`src/rtl/glitch_seq_ctrl.sv`:
```
// Sequencer and hazard detector for the four-input glitch datapath.
// Optional macro GLITCH_SEQ_CNT_EN builds the saturating oGlitchCnt accumulator.
module glitch_seq_ctrl #(
   parameter int unsigned HOLD_CYC = 8,
   parameter int unsigned WIN_CYC  = 8,
   parameter int unsigned EW       = 3
) (
   input  logic          iClk,
   input  logic          iRst_n,
   input  logic          iVecValid,
   output logic          oVecReady,
   input  logic [3:0]    iVecFrom,
   input  logic [3:0]    iVecTo,
   output logic          oA,
   output logic          oB,
   output logic          oC,
   output logic          oD,
   input  logic          iG,
   output logic          oResValid,
   input  logic          iResReady,
   output logic [EW-1:0] oEdges,
   output logic          oGlitch,
   output logic [7:0]    oGlitchCnt,
   output logic          oBusy
);

   localparam int unsigned MaxCyc = (HOLD_CYC > WIN_CYC) ? HOLD_CYC : WIN_CYC;
   localparam int unsigned CW     = $clog2(MaxCyc) + 1;
   localparam logic [CW-1:0] HoldLd  = CW'(HOLD_CYC - 1);
   localparam logic [CW-1:0] WinLd   = CW'(WIN_CYC - 1);
   localparam logic [EW-1:0] EdgeMax = '1;

   typedef enum logic [1:0] {StIdle, StApplyFrom, StApplyTo, StReport} state_e;

   state_e        state_q, state_d;
   logic [CW-1:0] cnt_q, cnt_d;
   logic [3:0]    to_q, to_d;
   logic [3:0]    drv_q, drv_d;
   logic [EW-1:0] edge_cnt_q, edge_cnt_d;
   logic [EW-1:0] edges_q, edges_d;
   logic          glitch_q, glitch_d;
   logic          res_valid_q, res_valid_d;
   logic          s1_q, s2_q, s3_q;

   logic          edge_det;
   logic [EW-1:0] edge_nxt;
   logic          glitch_nxt;
   logic          win_done;

   // iG is asynchronous: two flops to resolve metastability, a third to see the edge
   always_ff @(posedge iClk or negedge iRst_n) begin
      if (!iRst_n) begin
         s1_q <= 1'b0;
         s2_q <= 1'b0;
         s3_q <= 1'b0;
      end else begin
         s1_q <= iG;
         s2_q <= s1_q;
         s3_q <= s2_q;
      end
   end

   assign edge_det   = s2_q ^ s3_q;
   assign edge_nxt   = (edge_det && (edge_cnt_q != EdgeMax)) ? edge_cnt_q + EW'(1) : edge_cnt_q;
   assign glitch_nxt = 32'(edge_nxt) >= 32'd2;
   assign win_done   = (state_q == StApplyTo) && (cnt_q == '0);

   always_comb begin
      state_d     = state_q;
      cnt_d       = cnt_q;
      to_d        = to_q;
      drv_d       = drv_q;
      edge_cnt_d  = edge_cnt_q;
      edges_d     = edges_q;
      glitch_d    = glitch_q;
      res_valid_d = res_valid_q;

      case (state_q)
         StIdle: begin
            if (iVecValid) begin
               to_d    = iVecTo;
               drv_d   = iVecFrom;
               cnt_d   = HoldLd;
               state_d = StApplyFrom;
            end
         end
         StApplyFrom: begin
            if (cnt_q == '0) begin
               drv_d      = to_q;
               edge_cnt_d = '0;
               cnt_d      = WinLd;
               state_d    = StApplyTo;
            end else begin
               cnt_d = cnt_q - CW'(1);
            end
         end
         StApplyTo: begin
            edge_cnt_d = edge_nxt;
            if (cnt_q == '0) begin
               edges_d     = edge_nxt;
               glitch_d    = glitch_nxt;
               res_valid_d = 1'b1;
               state_d     = StReport;
            end else begin
               cnt_d = cnt_q - CW'(1);
            end
         end
         StReport: begin
            if (iResReady) begin
               res_valid_d = 1'b0;
               state_d     = StIdle;
            end
         end
         default: state_d = StIdle;
      endcase
   end

   always_ff @(posedge iClk or negedge iRst_n) begin
      if (!iRst_n) begin
         state_q     <= StIdle;
         cnt_q       <= '0;
         to_q        <= '0;
         drv_q       <= '0;
         edge_cnt_q  <= '0;
         edges_q     <= '0;
         glitch_q    <= 1'b0;
         res_valid_q <= 1'b0;
      end else begin
         state_q     <= state_d;
         cnt_q       <= cnt_d;
         to_q        <= to_d;
         drv_q       <= drv_d;
         edge_cnt_q  <= edge_cnt_d;
         edges_q     <= edges_d;
         glitch_q    <= glitch_d;
         res_valid_q <= res_valid_d;
      end
   end

`ifdef GLITCH_SEQ_CNT_EN
   logic [7:0] gcnt_q, gcnt_d;

   always_comb begin
      gcnt_d = gcnt_q;
      if (win_done && glitch_nxt && (gcnt_q != 8'hFF)) begin
         gcnt_d = gcnt_q + 8'd1;
      end
   end

   always_ff @(posedge iClk or negedge iRst_n) begin
      if (!iRst_n) begin
         gcnt_q <= '0;
      end else begin
         gcnt_q <= gcnt_d;
      end
   end

   assign oGlitchCnt = gcnt_q;
`else
   logic unused_win_done;
   assign unused_win_done = win_done;
   assign oGlitchCnt      = 8'd0;
`endif

   assign {oA, oB, oC, oD} = drv_q;
   assign oVecReady        = (state_q == StIdle);
   assign oBusy            = (state_q != StIdle);
   assign oResValid        = res_valid_q;
   assign oEdges           = edges_q;
   assign oGlitch          = glitch_q;

endmodule

```
`config.mk`:
```
export PLATFORM = sky130hd
export DESIGN_NAME = glitch_seq_ctrl
export DESIGN_NICKNAME = d
export VERILOG_FILES = /design/src/rtl/glitch_seq_ctrl.sv
export SDC_FILE = /design/constraint.sdc
export NUM_CORES = 1
export LEC_CHECK = 0
export BUFFER_PORTS_ARGS = -buffer_cell sky130_fd_sc_hd__buf_2
export CORE_MARGIN = 4
export CORE_UTILIZATION = 35
export CTS_CLUSTER_DIAMETER = 150
export CTS_CLUSTER_SIZE = 14
export DETAILED_ROUTE_END_ITERATION = 8
export PLACE_DENSITY = 0.57
export SYNTH_ARGS = -nofsm -noshare
export SYNTH_HDL_FRONTEND = slang
export SYNTH_SLANG_ARGS = --single-unit
export TNS_END_PERCENT = 5
```
`constraint.sdc`:
```
create_clock -name iClk -period 2.1 [get_ports iClk]
set_input_delay 0.105 -clock iClk [delete_from_list [all_inputs] [get_ports iClk]]
set_output_delay 0.105 -clock iClk [all_outputs]
set_load 0.05 [all_outputs]
```
==> flow_metrics.py, run 1 <==
metrics = {
    "pwr": {
        "power.density_cell_area_nw_per_um2": 1770,
        "vdd_drop_max_uv": 654,
        "total_leakage_power_nw": 0.757,
    },
    "grt": {
        "grt_remaining_overflow": 0,
        "antenna_found_initial": 0,
        "grt_pass1_wl_mm": 4.44,
        "grt_usage": 0.108,
        "grt_max_degree": 26,
        "vias_in_the_first_global_route": 1019,
    },
    "clock_network": {
        "cts_made_buffers": 3,
        "cts.clk_slew.worst_paths_ps": 90,
        "clock_insertion_delay_worst_skew_ps": 270,
        "tritoncts_num_sinks": 25,
        "ctsRootBufferMaster": "sky130_fd_sc_hd__clkbuf_8",
        "clock_tree.htree_level_count": 1,
        "cts_buffer_depth": 2,
        "ctsResizeCount": 0,
        "cts_tree": "done",
    },
    "yosys": {
        "async_reset_ff_frac": 1.00,
        "postSynthRegisterBits": 25,
        "yosysWarningCount": 0,
        "seq_area_frac_synth": 0.460,
        "synth.distinct_cells": 35,
        "synth_enable_flop_cells": 0,
        "synth_area_per_cell_um2": 10.3,
        "synth.cell_area_um2": 1360,
        "synth_instances": 132,
        "synth_flop_type": "sky130_fd_sc_hd__dfrtp_1",
    },
    "worst_setup_path": {
        "timing.critical_path.slowest_stage_cell": "sky130_fd_sc_hd__dfrtp_1",
        "path_delay_family": "flip-flops",
        "critPathCaptureType": "register",
        "worstPathArrival_ps": 2070,
        "rrSetupSlack_ps": 190,
        "critical_path.max_stage_delay_ps": 420,
        "cp_data_required_time_ps": 2260,
        "reg2regPathDepth": 6,
        "worstSetupPathType": "register to register",
        "crit_chain": "inv_1 -> ha_2 -> nor2b_1 -> a21oi_1 -> o21ai_0 -> mux2_2",
        "crit_fanout": 5,
        "setup.worst_path.start": "state_q[0]$_DFFE_PN0P_",
        "reg2reg_to": "state_q[1]$_DFFE_PN0P_",
        "reg2reg_from": "state_q[0]$_DFFE_PN0P_",
        "worstPathBufferInverterCount": 1,
        "critPathLaunchType": "register",
    },
    "sta": {
        "worst_slew_pin_tran_ps": 568,
        "slew_violations": 0,
        "period_minus_slack_ps": 1910,
        "finalHoldViolCount": 0,
        "setup_viol_count_final": 0,
        "rsz0062_at_grt": "no",
        "slew_headroom": 0.621,
        "worst_clock_skew_ps": 1.59,
        "achievable-frequency_mhz": 524,
        "timing.setup.tns_ps": 0,
        "post-route-period-util": 0.909,
        "final_critical_path_setup_slack_ps": 191,
    },
    "cells_and_area": {
        "antenna_cells_inserted": 0,
        "layout_cells_sized_above_1": 0.280,
        "synthToLayoutAreaGrowth_pct": 16.5,
        "layout.nets": 183,
    },
    "floorplan": {
        "chipWidth_um": 70.3,
        "ios": 32,
        "area_enclosed_by_the_die_boundary_um2": 4940,
        "die_height_um": 70.3,
        "std_cell_rows": 22,
        "initial_core_utilization": 0.366,
        "floorplan.core_area_um2": 3720,
    },
    "detailed_routing": {
        "wirelength_mm": 2.53,
        "post_route_ant_nets": 0,
        "post-route-drc-count": 0,
        "detailroute.via_count": 1017,
        "avgViaCountPerCell": 4.87,
        "first_iter_violations": 37,
        "drt_first_pass_iters": 4,
        "wire_per_inst_um": 12.1,
    },
    "placement": {
        "post-place-ws_ps": 223,
        "port-buffer-count": 23,
        "detailedPlacementHpwl_mm": 1.97,
        "gp_congestion": 0.700,
    },
    "run": {
        "maxCapViolations": 0,
    },
    "min_path": {
        "timing.hold.worst_endpoint": "to_q[0]$_DFFE_PN0P_",
        "whs_path_depth": 2,
        "hold_start": "iVecTo[0]",
        "timing.hold.worst.class": "primary input to register",
    },
    "outcome": {
        "run_status": "completed",
    },
}
per-layer routing:
metal | wire (um) | global-route usage | up-vias
met5 | 0 | 0 | -
met4 | 38 | 0.0447 | 0
met3 | 172 | 0.0259 | 4
met2 | 1200 | 0.184 | 31
met1 | 1120 | 0.130 | 481
li1 | - | - | 501
logic make-up after synthesis:
family / count (synthesis) / share of synthesized area
AOI/OAI and AO/OA: 27 / 0.130
xor gates and xnor gates: 2 / 0.0129
adders and majority gates: 8 / 0.0737
buffers and inverters: 17 / 0.0746
DFF: 25 / 0.460
muxes: 13 / 0.102
other: 1 / 0.00276
and+or+nand+nor: 39 / 0.144
Yosys cell counts (all sizes together), types with 2 or more instances:
library cell / number / area [um2]
o21ai: 11 / 55.1
ha: 8 / 100
nand3: 6 / 30.0
nor2b: 2 / 12.5
a22o: 2 / 18.8
nand4: 2 / 12.5
mux2i: 6 / 60.1
dfrtp: 25 / 626
nor2: 7 / 26.3
buf: 10 / 75.1
nor3: 3 / 15.0
a21oi: 7 / 35.0
mux2: 7 / 78.8
a21o: 2 / 16.3
nand2: 13 / 48.8
inv: 6 / 22.5
metrics by stage:
step	std cells	cell area [um2]	total power [W]	hold slack (ps)	util
2_1_floorplan	139	1390	0.00217	-191	-
3_3_place_gp	203	1510	0.00250	135	0.407
3_5_place_dp	203	1510	0.00254	135	0.407
4_1_cts	209	1580	0.00284	58.4	0.426
5_1_grt	209	1580	0.00304	49.9	0.426
6_report	209	1580	0.00281	63.0	0.426
worst register-to-register path: cells and delay by family (launching register included):
| family | cells | cell delay, ps |
|---|---|---|
| AO/OA/AOI/OAI | 2 | 250 |
| multiplexers | 1 | 390 |
| buffers and inverters | 1 | 140 |
| AND/OR/NAND/NOR | 1 | 380 |
| flip-flops | 1 | 420 |
| adder cells (fa/ha/maj) | 1 | 230 |
cell type report:
| cell class | instances | area (um2) |
|---|---|---|
| Clock inverter | 1 | 7.51 |
| Tap cell | 48 | 60.1 |
| Fill cell | 382 | 2130 |
| Inverter | 6 | 22.5 |
| Sequential cell | 25 | 626 |
| Clock buffer | 3 | 41.3 |
| Timing Repair Buffer | 29 | 165 |
| Multi-Input combinational cell | 97 | 661 |
timing repair:
action | 4_1_cts | 5_1_grt
endpoints found under the hold margin | 26 | 0
hold buffers | 2 | 0
setup buffers | 0 | 0
report_power, final:
group / internal (W) / switching, W / leakage, nW / total [W]
Combinational: 0.000617 / 0.00104 / 0.436 / 0.00165
Sequential: 0.000705 / 0.000155 / 0.299 / 0.000860
Clock: 0.000135 / 0.000159 / 0.0217 / 0.000294
Total: 0.00146 / 0.00135 / 0.757 / 0.00281
cell usage in the layout, fill, tap and decap left out, types with 2 or more instances in the layout:
master / synthesis / layout
sky130_fd_sc_hd__dfrtp_1: 25 / 25
sky130_fd_sc_hd__dlygate4sd3_1: 0 / 2
sky130_fd_sc_hd__conb_1: 1 / 8
sky130_fd_sc_hd__buf_4: 8 / 4
sky130_fd_sc_hd__a21oi_1: 7 / 7
sky130_fd_sc_hd__nor2b_1: 2 / 2
sky130_fd_sc_hd__buf_2: 0 / 23
sky130_fd_sc_hd__mux2i_1: 6 / 6
sky130_fd_sc_hd__nand3_1: 6 / 6
sky130_fd_sc_hd__o21ai_0: 11 / 11
sky130_fd_sc_hd__nor3_1: 3 / 3
sky130_fd_sc_hd__nor2_1: 7 / 7
sky130_fd_sc_hd__inv_1: 6 / 6
sky130_fd_sc_hd__nand2_1: 13 / 13
sky130_fd_sc_hd__clkbuf_8: 0 / 3
sky130_fd_sc_hd__ha_1: 8 / 7
sky130_fd_sc_hd__mux2_2: 7 / 7
sky130_fd_sc_hd__nand4_1: 2 / 2
flip-flops by register name, summed over array words and instances, names as in the netlist:
signal      flops
oGlitch         1
s2_q            1
drv_q           4
state_q         2
oResValid       1
edge_cnt_q      3
oEdges          3
to_q            4
cnt_q           4
s1_q            1
s3_q            1
worst max-delay path by stage:
stage / to / cells past startpoint
4_1_cts: state_q[1]$_DFFE_PN0P_ / 6
3_5_place_dp: state_q[1]$_DFFE_PN0P_ / 6
3_3_place_gp: cnt_q[1]$_DFFE_PN0P_ / 6
5_1_grt: state_q[1]$_DFFE_PN0P_ / 6
6_report: state_q[1]$_DFFE_PN0P_ / 6
2_1_floorplan: cnt_q[0]$_DFFE_PN0P_ / 6
(Power assumes the default switching activity.)
==> run 2, diff against run 1 <==
Settings changed: CORE_UTILIZATION 35 to 52, PLACE_DENSITY 0.57 to 0.79.
==> run 2 against run 1 <==
Clock skew rose by 2.5 ps. Sequential power rose by 0.7%. Clock-buffer cell count did not move. Combinational power barely moved. Non-clock buffer count rose by 3. Setup slack improved by 5.3 ps. First-iteration DRC count fell by 41%. Register-to-register slack barely moved. Final cell count fell by 7.2%. Hold slack improved by 7.6 ps. Fmax rose by 0.28%. Global-route usage rose by 6.8 points.
==> flow_metrics.py, run 2 (synthesis results as in run 1) <==
metrics = {
    "outcome": {
        "run_status": "completed",
    },
    "detailed_routing": {
        "wirelength_mm": 2.65,
        "detailroute.via_count": 1019,
        "post-route-drc-count": 0,
        "first_iter_violations": 22,
        "post_route_ant_nets": 0,
        "wire_per_inst_um": 13.7,
        "avgViaCountPerCell": 5.25,
        "drt_first_pass_iters": 4,
    },
    "grt": {
        "grt_pass1_wl_mm": 4.60,
        "antenna_found_initial": 0,
        "grt_remaining_overflow": 0,
        "grt_usage": 0.176,
        "vias_in_the_first_global_route": 1020,
        "grt_max_degree": 26,
    },
    "cells_and_area": {
        "layout.nets": 186,
        "antenna_cells_inserted": 0,
        "layout_cells_sized_above_1": 0.268,
        "number_of_fillers_in_the_final_layout": 218,
        "reg_top3": "cnt_q: 4 flops, drv_q: 4 flops, to_q: 4 flops",
        "finish.instance_area_um2": 1570,
        "layout_commonest_cell": "sky130_fd_sc_hd__dfrtp_1",
        "most-common-layout-cells": "25 x sky130_fd_sc_hd__dfrtp_1, 23 x sky130_fd_sc_hd__buf_2, 13 x sky130_fd_sc_hd__nand2_1",
        "synthToLayoutAreaGrowth_pct": 15.8,
    },
    "worst_setup_path": {
        "setup.worst_path.start": "state_q[0]$_DFFE_PN0P_",
        "worstPathArrival_ps": 2130,
        "crit_fanout": 5,
        "reg2reg_to": "state_q[1]$_DFFE_PN0P_",
        "critPathCaptureType": "register",
        "cp_data_required_time_ps": 2330,
        "reg2reg_from": "state_q[0]$_DFFE_PN0P_",
        "reg2regPathDepth": 6,
        "worst_setup_path_endpoint": "state_q[1]$_DFFE_PN0P_",
        "rrSetupSlack_ps": 200,
        "critPathLaunchType": "register",
        "worstSetupPathType": "register to register",
    },
    "clock_network": {
        "clock_tree.htree_level_count": 1,
        "cts.clk_slew.worst_paths_ps": 140,
        "cts.hold.buffers_added": 5,
        "cts_buffer_depth": 2,
        "clock_insertion_delay_worst_skew_ps": 330,
        "cts_tree": "done",
        "cts_post_setup_buffers_inserted": 0,
        "ctsResizeCount": 0,
        "cts_made_buffers": 3,
        "ctsRootBufferMaster": "sky130_fd_sc_hd__clkbuf_4",
        "tritoncts_num_sinks": 25,
    },
    "floorplan": {
        "std_cell_rows": 18,
        "die_height_um": 59.1,
        "floorplan.core_area_um2": 2480,
        "ios": 32,
        "chipWidth_um": 59.1,
        "initial_core_utilization": 0.548,
        "area_enclosed_by_the_die_boundary_um2": 3500,
    },
    "sta": {
        "rsz0062_at_grt": "no",
        "worst_slew_pin_tran_ps": 580,
        "setup_viol_count_final": 0,
        "worst_clock_skew_ps": 4.09,
        "slew_headroom": 0.612,
        "timing.setup.tns_ps": 0,
        "finalHoldViolCount": 0,
        "post-route-period-util": 0.906,
        "slew_violations": 0,
        "period_minus_slack_ps": 1900,
        "achievable-frequency_mhz": 525,
    },
    "pwr": {
        "total_leakage_power_nw": 0.760,
        "power.density_cell_area_nw_per_um2": 1760,
        "vdd_drop_max_uv": 1160,
    },
    "min_path": {
        "timing.hold.worst.class": "primary input to register",
    },
    "run": {
        "maxCapViolations": 0,
    },
    "placement": {
        "port-buffer-count": 23,
        "gp_congestion": 0.847,
        "detailedPlacementHpwl_mm": 2.02,
        "placed_area_um2": 1480,
    },
}
[run 2: changes by cell type in the layout (fill, tap and decap cells not counted)]
| cell | previous run | this run |
|---|---|---|
| sky130_fd_sc_hd__buf_4 | 4 | 3 |
| sky130_fd_sc_hd__clkbuf_4 | 0 | 3 |
| sky130_fd_sc_hd__dlygate4sd3_1 | 2 | 6 |
| sky130_fd_sc_hd__clkbuf_8 | 3 | 0 |
[run 2: through the flow]
stage / cells / setup WS [ps] / utilization / power, W / hold WS (ps)
after floorplan: 139 / 4.78 / - / 0.00217 / -191
after global placement: 184 / 355 / 0.599 / 0.00247 / 117
after detailed placement: 184 / 228 / 0.599 / 0.00255 / 132
after CTS: 193 / 212 / 0.631 / 0.00279 / 0.883
after global routing: 194 / 79.0 / 0.635 / 0.00300 / 57.5
final: 194 / 197 / 0.635 / 0.00276 / 70.6
[run 2: report_power, final]
part           leakage (nW)  switching, W  internal [W]
logic                 0.448       0.00106      0.000617
registers             0.299      0.000163      0.000703
clock network        0.0139      0.000148     0.0000730
total                 0.760       0.00137       0.00139
[run 2: metal layers]
layer / routed length [um] / vias up / global-route usage
li1: - / 504 / -
met1: 1140 / 470 / 0.213
met2: 1290 / 38 / 0.298
met3: 157 / 7 / 0.0370
met4: 69 / 0 / 0.0809
met5: 0 / - / 0
[run 2: final cells by class]
cell class              instances  area, um2  area share
flip-flops and latches         25        626       0.397
well taps                      30       37.5      0.0238
clock inverters                 1       7.51     0.00477
inverters                       6       22.5      0.0143
multi-input cells              97        661       0.420
repair buffers                 32        198       0.126
clock buffers                   3       22.5      0.0143
[run 2: worst max-delay path: stages (launching register included)]
cell and delay (ps):
sky130_fd_sc_hd__dfrtp_1 450, sky130_fd_sc_hd__inv_1 150, sky130_fd_sc_hd__ha_2 230, sky130_fd_sc_hd__nor2b_1 360, sky130_fd_sc_hd__a21oi_1 100, sky130_fd_sc_hd__o21ai_0 140
sky130_fd_sc_hd__mux2_2 380
[run 2: worst min-delay path by stage]
| stage | from | to | slack [ps] | depth (start not counted) |
|---|---|---|---|---|
| after floorplan | iRst_n | cnt_q[0]$_DFFE_PN0P_ | -190 | 0 |
| after global placement | iRst_n | oResValid$_DFFE_PN0P_ | 120 | 1 |
| after detailed placement | iRst_n | cnt_q[3]$_DFFE_PN0P_ | 130 | 1 |
| after CTS | iVecTo[1] | to_q[1]$_DFFE_PN0P_ | 0.9 | 2 |
| after global routing | iResReady | oResValid$_DFFE_PN0P_ | 60 | 3 |
| final | iResReady | oResValid$_DFFE_PN0P_ | 70 | 3 |
==> run 3, diff against run 2 <==
Settings changed: BUFFER_PORTS_ARGS -buffer_cell sky130_fd_sc_hd__buf_2 to unset, CORE_UTILIZATION 52 to 55, DONT_BUFFER_PORTS set to 1, PLACE_DENSITY 0.79 to 0.71.
==> run 3 against run 2 <==
Hold slack lost 54 ps. Combinational power shrank 23%. Power decreased by 2.5%. Routed wire length down 1.1%. Sequential power up 37%. Final area fell by 3.0%. Die area fell by 4.7%. Utilization rose by 3.5 points. Sequential share of layout area is 1.2 points higher. Critical path depth stayed put. Critical endpoint is now cnt_q[1]$_DFFE_PN0P_.
==> flow_metrics.py, run 3 (synthesis results as in run 1) <==
metrics = {
    "outcome": {
        "run_status": "completed",
    },
    "min_path": {
        "hold_start": "iVecFrom[0]",
        "timing.hold.worst.class": "primary input to register",
        "whs_path_depth": 2,
        "timing.hold.worst_endpoint": "drv_q[0]$_DFFE_PN0P_",
    },
    "detailed_routing": {
        "drt_first_pass_iters": 4,
        "avgViaCountPerCell": 5.46,
        "wire_per_inst_um": 14.8,
        "post-route-drc-count": 0,
        "wirelength_mm": 2.62,
        "first_iter_violations": 28,
        "detailroute.via_count": 966,
        "post_route_ant_nets": 0,
    },
    "floorplan": {
        "initial_core_utilization": 0.597,
        "die_height_um": 57.7,
        "ios": 32,
        "chipWidth_um": 57.7,
        "std_cell_rows": 17,
        "floorplan.core_area_um2": 2280,
        "area_enclosed_by_the_die_boundary_um2": 3330,
    },
    "worst_setup_path": {
        "worstPathArrival_ps": 2060,
        "crit_fanout": 5,
        "critPathLaunchType": "register",
        "reg2reg_from": "state_q[0]$_DFFE_PN0P_",
        "crit_chain": "inv_1 -> ha_2 -> nor2b_1 -> a21o_1 -> a21oi_1 -> mux2_2",
        "worstPathBufferInverterCount": 1,
        "cp_data_required_time_ps": 2320,
        "worstSetupPathType": "register to register",
        "path_delay_family": "compound AO/OA/AOI/OAI gates",
        "critical_path.max_stage_delay_ps": 410,
        "rrSetupSlack_ps": 260,
        "reg2regPathDepth": 6,
        "reg2reg_to": "cnt_q[1]$_DFFE_PN0P_",
        "critPathCaptureType": "register",
        "timing.critical_path.slowest_stage_cell": "sky130_fd_sc_hd__dfrtp_1",
    },
    "sta": {
        "setup_viol_count_final": 0,
        "achievable-frequency_mhz": 544,
        "worst_clock_skew_ps": 1.53,
        "post-route-period-util": 0.875,
        "rsz0062_at_grt": "no",
        "finalHoldViolCount": 0,
        "slew_violations": 0,
        "period_minus_slack_ps": 1840,
        "slew_headroom": 0.260,
        "worst_slew_pin_tran_ps": 1110,
        "timing.setup.tns_ps": 0,
    },
    "clock_network": {
        "cts_post_setup_buffers_inserted": 0,
        "clock_tree.htree_level_count": 1,
        "tritoncts_num_sinks": 25,
        "cts.clk_slew.worst_paths_ps": 140,
        "clock_insertion_delay_worst_skew_ps": 320,
        "cts_tree": "done",
        "cts_made_buffers": 3,
        "cts_buffer_depth": 2,
        "ctsRootBufferMaster": "sky130_fd_sc_hd__clkbuf_4",
    },
    "cells_and_area": {
        "layout.nets": 171,
        "most-common-layout-cells": "25 x sky130_fd_sc_hd__dfrtp_1, 13 x sky130_fd_sc_hd__nand2_1, 11 x sky130_fd_sc_hd__o21ai_0",
        "reg_top3": "cnt_q: 4 flops, drv_q: 4 flops, to_q: 4 flops",
        "layout_cells_sized_above_1": 0.168,
        "finish.utilization": 0.671,
        "antenna_cells_inserted": 0,
        "synthToLayoutAreaGrowth_pct": 12.3,
        "stdcell_count": 177,
        "layout_commonest_cell": "sky130_fd_sc_hd__dfrtp_1",
    },
    "grt": {
        "antenna_found_initial": 0,
        "use_met2": 0.292,
        "grt_pass1_wl_mm": 4.31,
        "global_route.usage.met3": 0.0401,
        "grt_util_met1": 0.190,
        "grt_remaining_overflow": 0,
        "globalRoute.busiestLayer": "met2",
        "grt_usage": 0.163,
        "vias_in_the_first_global_route": 1012,
        "grt_max_degree": 26,
    },
    "pwr": {
        "total_leakage_power_nw": 0.707,
        "power_w": 0.00269,
        "vdd_drop_max_uv": 1160,
        "power.density_cell_area_nw_per_um2": 1760,
    },
    "placement": {
        "detailedPlacementHpwl_mm": 1.93,
        "gp_congestion": 0.870,
        "dpl.cell_count": 163,
        "port-buffer-count": 0,
    },
    "run": {
        "maxCapViolations": 0,
    },
}
==> run 3: power by group <==
| group | internal (W) | switching [W] | leakage, nW | total, W |
|---|---|---|---|---|
| clock | 0.0000727 | 0.000148 | 0.0139 | 0.000220 |
| combinational | 0.000580 | 0.000708 | 0.394 | 0.00129 |
| sequential | 0.000698 | 0.000487 | 0.299 | 0.00119 |
| total | 0.00135 | 0.00134 | 0.707 | 0.00269 |
==> run 3: area by class of cell <==
class / count / area (um2)
fillers: 177 / 749
multi-input cells: 97 / 661
flip-flops and latches: 25 / 626
repair buffers: 17 / 153
well taps: 28 / 35.0
clock buffers: 3 / 22.5
inverters: 6 / 22.5
clock inverters: 1 / 7.51
==> run 3: metal layers <==
layer,up-vias,wire length [um]
met5,-,0
met4,0,14
met3,2,154
met2,25,1330
met1,461,1120
li1,478,-
==> run 3: through the flow <==
| stage | hold slack, ps | setup slack [ps] | area (um2) |
|---|---|---|---|
| after floorplan | -191 | 4.78 | 1390 |
| after global placement | -190 | 386 | 1400 |
| after detailed placement | -190 | 304 | 1400 |
| after CTS | 14.8 | 271 | 1530 |
| after global routing | 21.1 | 178 | 1530 |
| final | 16.5 | 262 | 1530 |
==> run 3: worst register-to-register path, delay by kind of cell, from the launching register on <==
kind / cells / cell delay, ps
buffers and inverters: 1 / 100
AO/OA/AOI/OAI: 2 / 450
multiplexers: 1 / 380
AND/OR/NAND/NOR: 1 / 180
flip-flops: 1 / 410
adder cells (fa/ha/maj): 1 / 220
==> run 3: timing repair <==
item | CTS | global route
hold buffers | 10 | 0
resized for setup | 0 | 0
endpoints found under the hold margin | 34 | 0
endpoints found under the setup margin | 0 | 0
==> run 3: worst max-delay path by stage <==
stage,startpoint,cells past startpoint,slack (ps),endpoint
after detailed placement,state_q[0]$_DFFE_PN0P_,6,300,cnt_q[1]$_DFFE_PN0P_
after floorplan,state_q[0]$_DFFE_PN0P_,6,5,cnt_q[0]$_DFFE_PN0P_
after global routing,state_q[1]$_DFFE_PN0P_,6,180,cnt_q[1]$_DFFE_PN0P_
after CTS,state_q[0]$_DFFE_PN0P_,6,270,cnt_q[1]$_DFFE_PN0P_
final,state_q[0]$_DFFE_PN0P_,6,260,cnt_q[1]$_DFFE_PN0P_
after global placement,cnt_q[0]$_DFFE_PN0P_,6,390,drv_q[0]$_DFFE_PN0P_
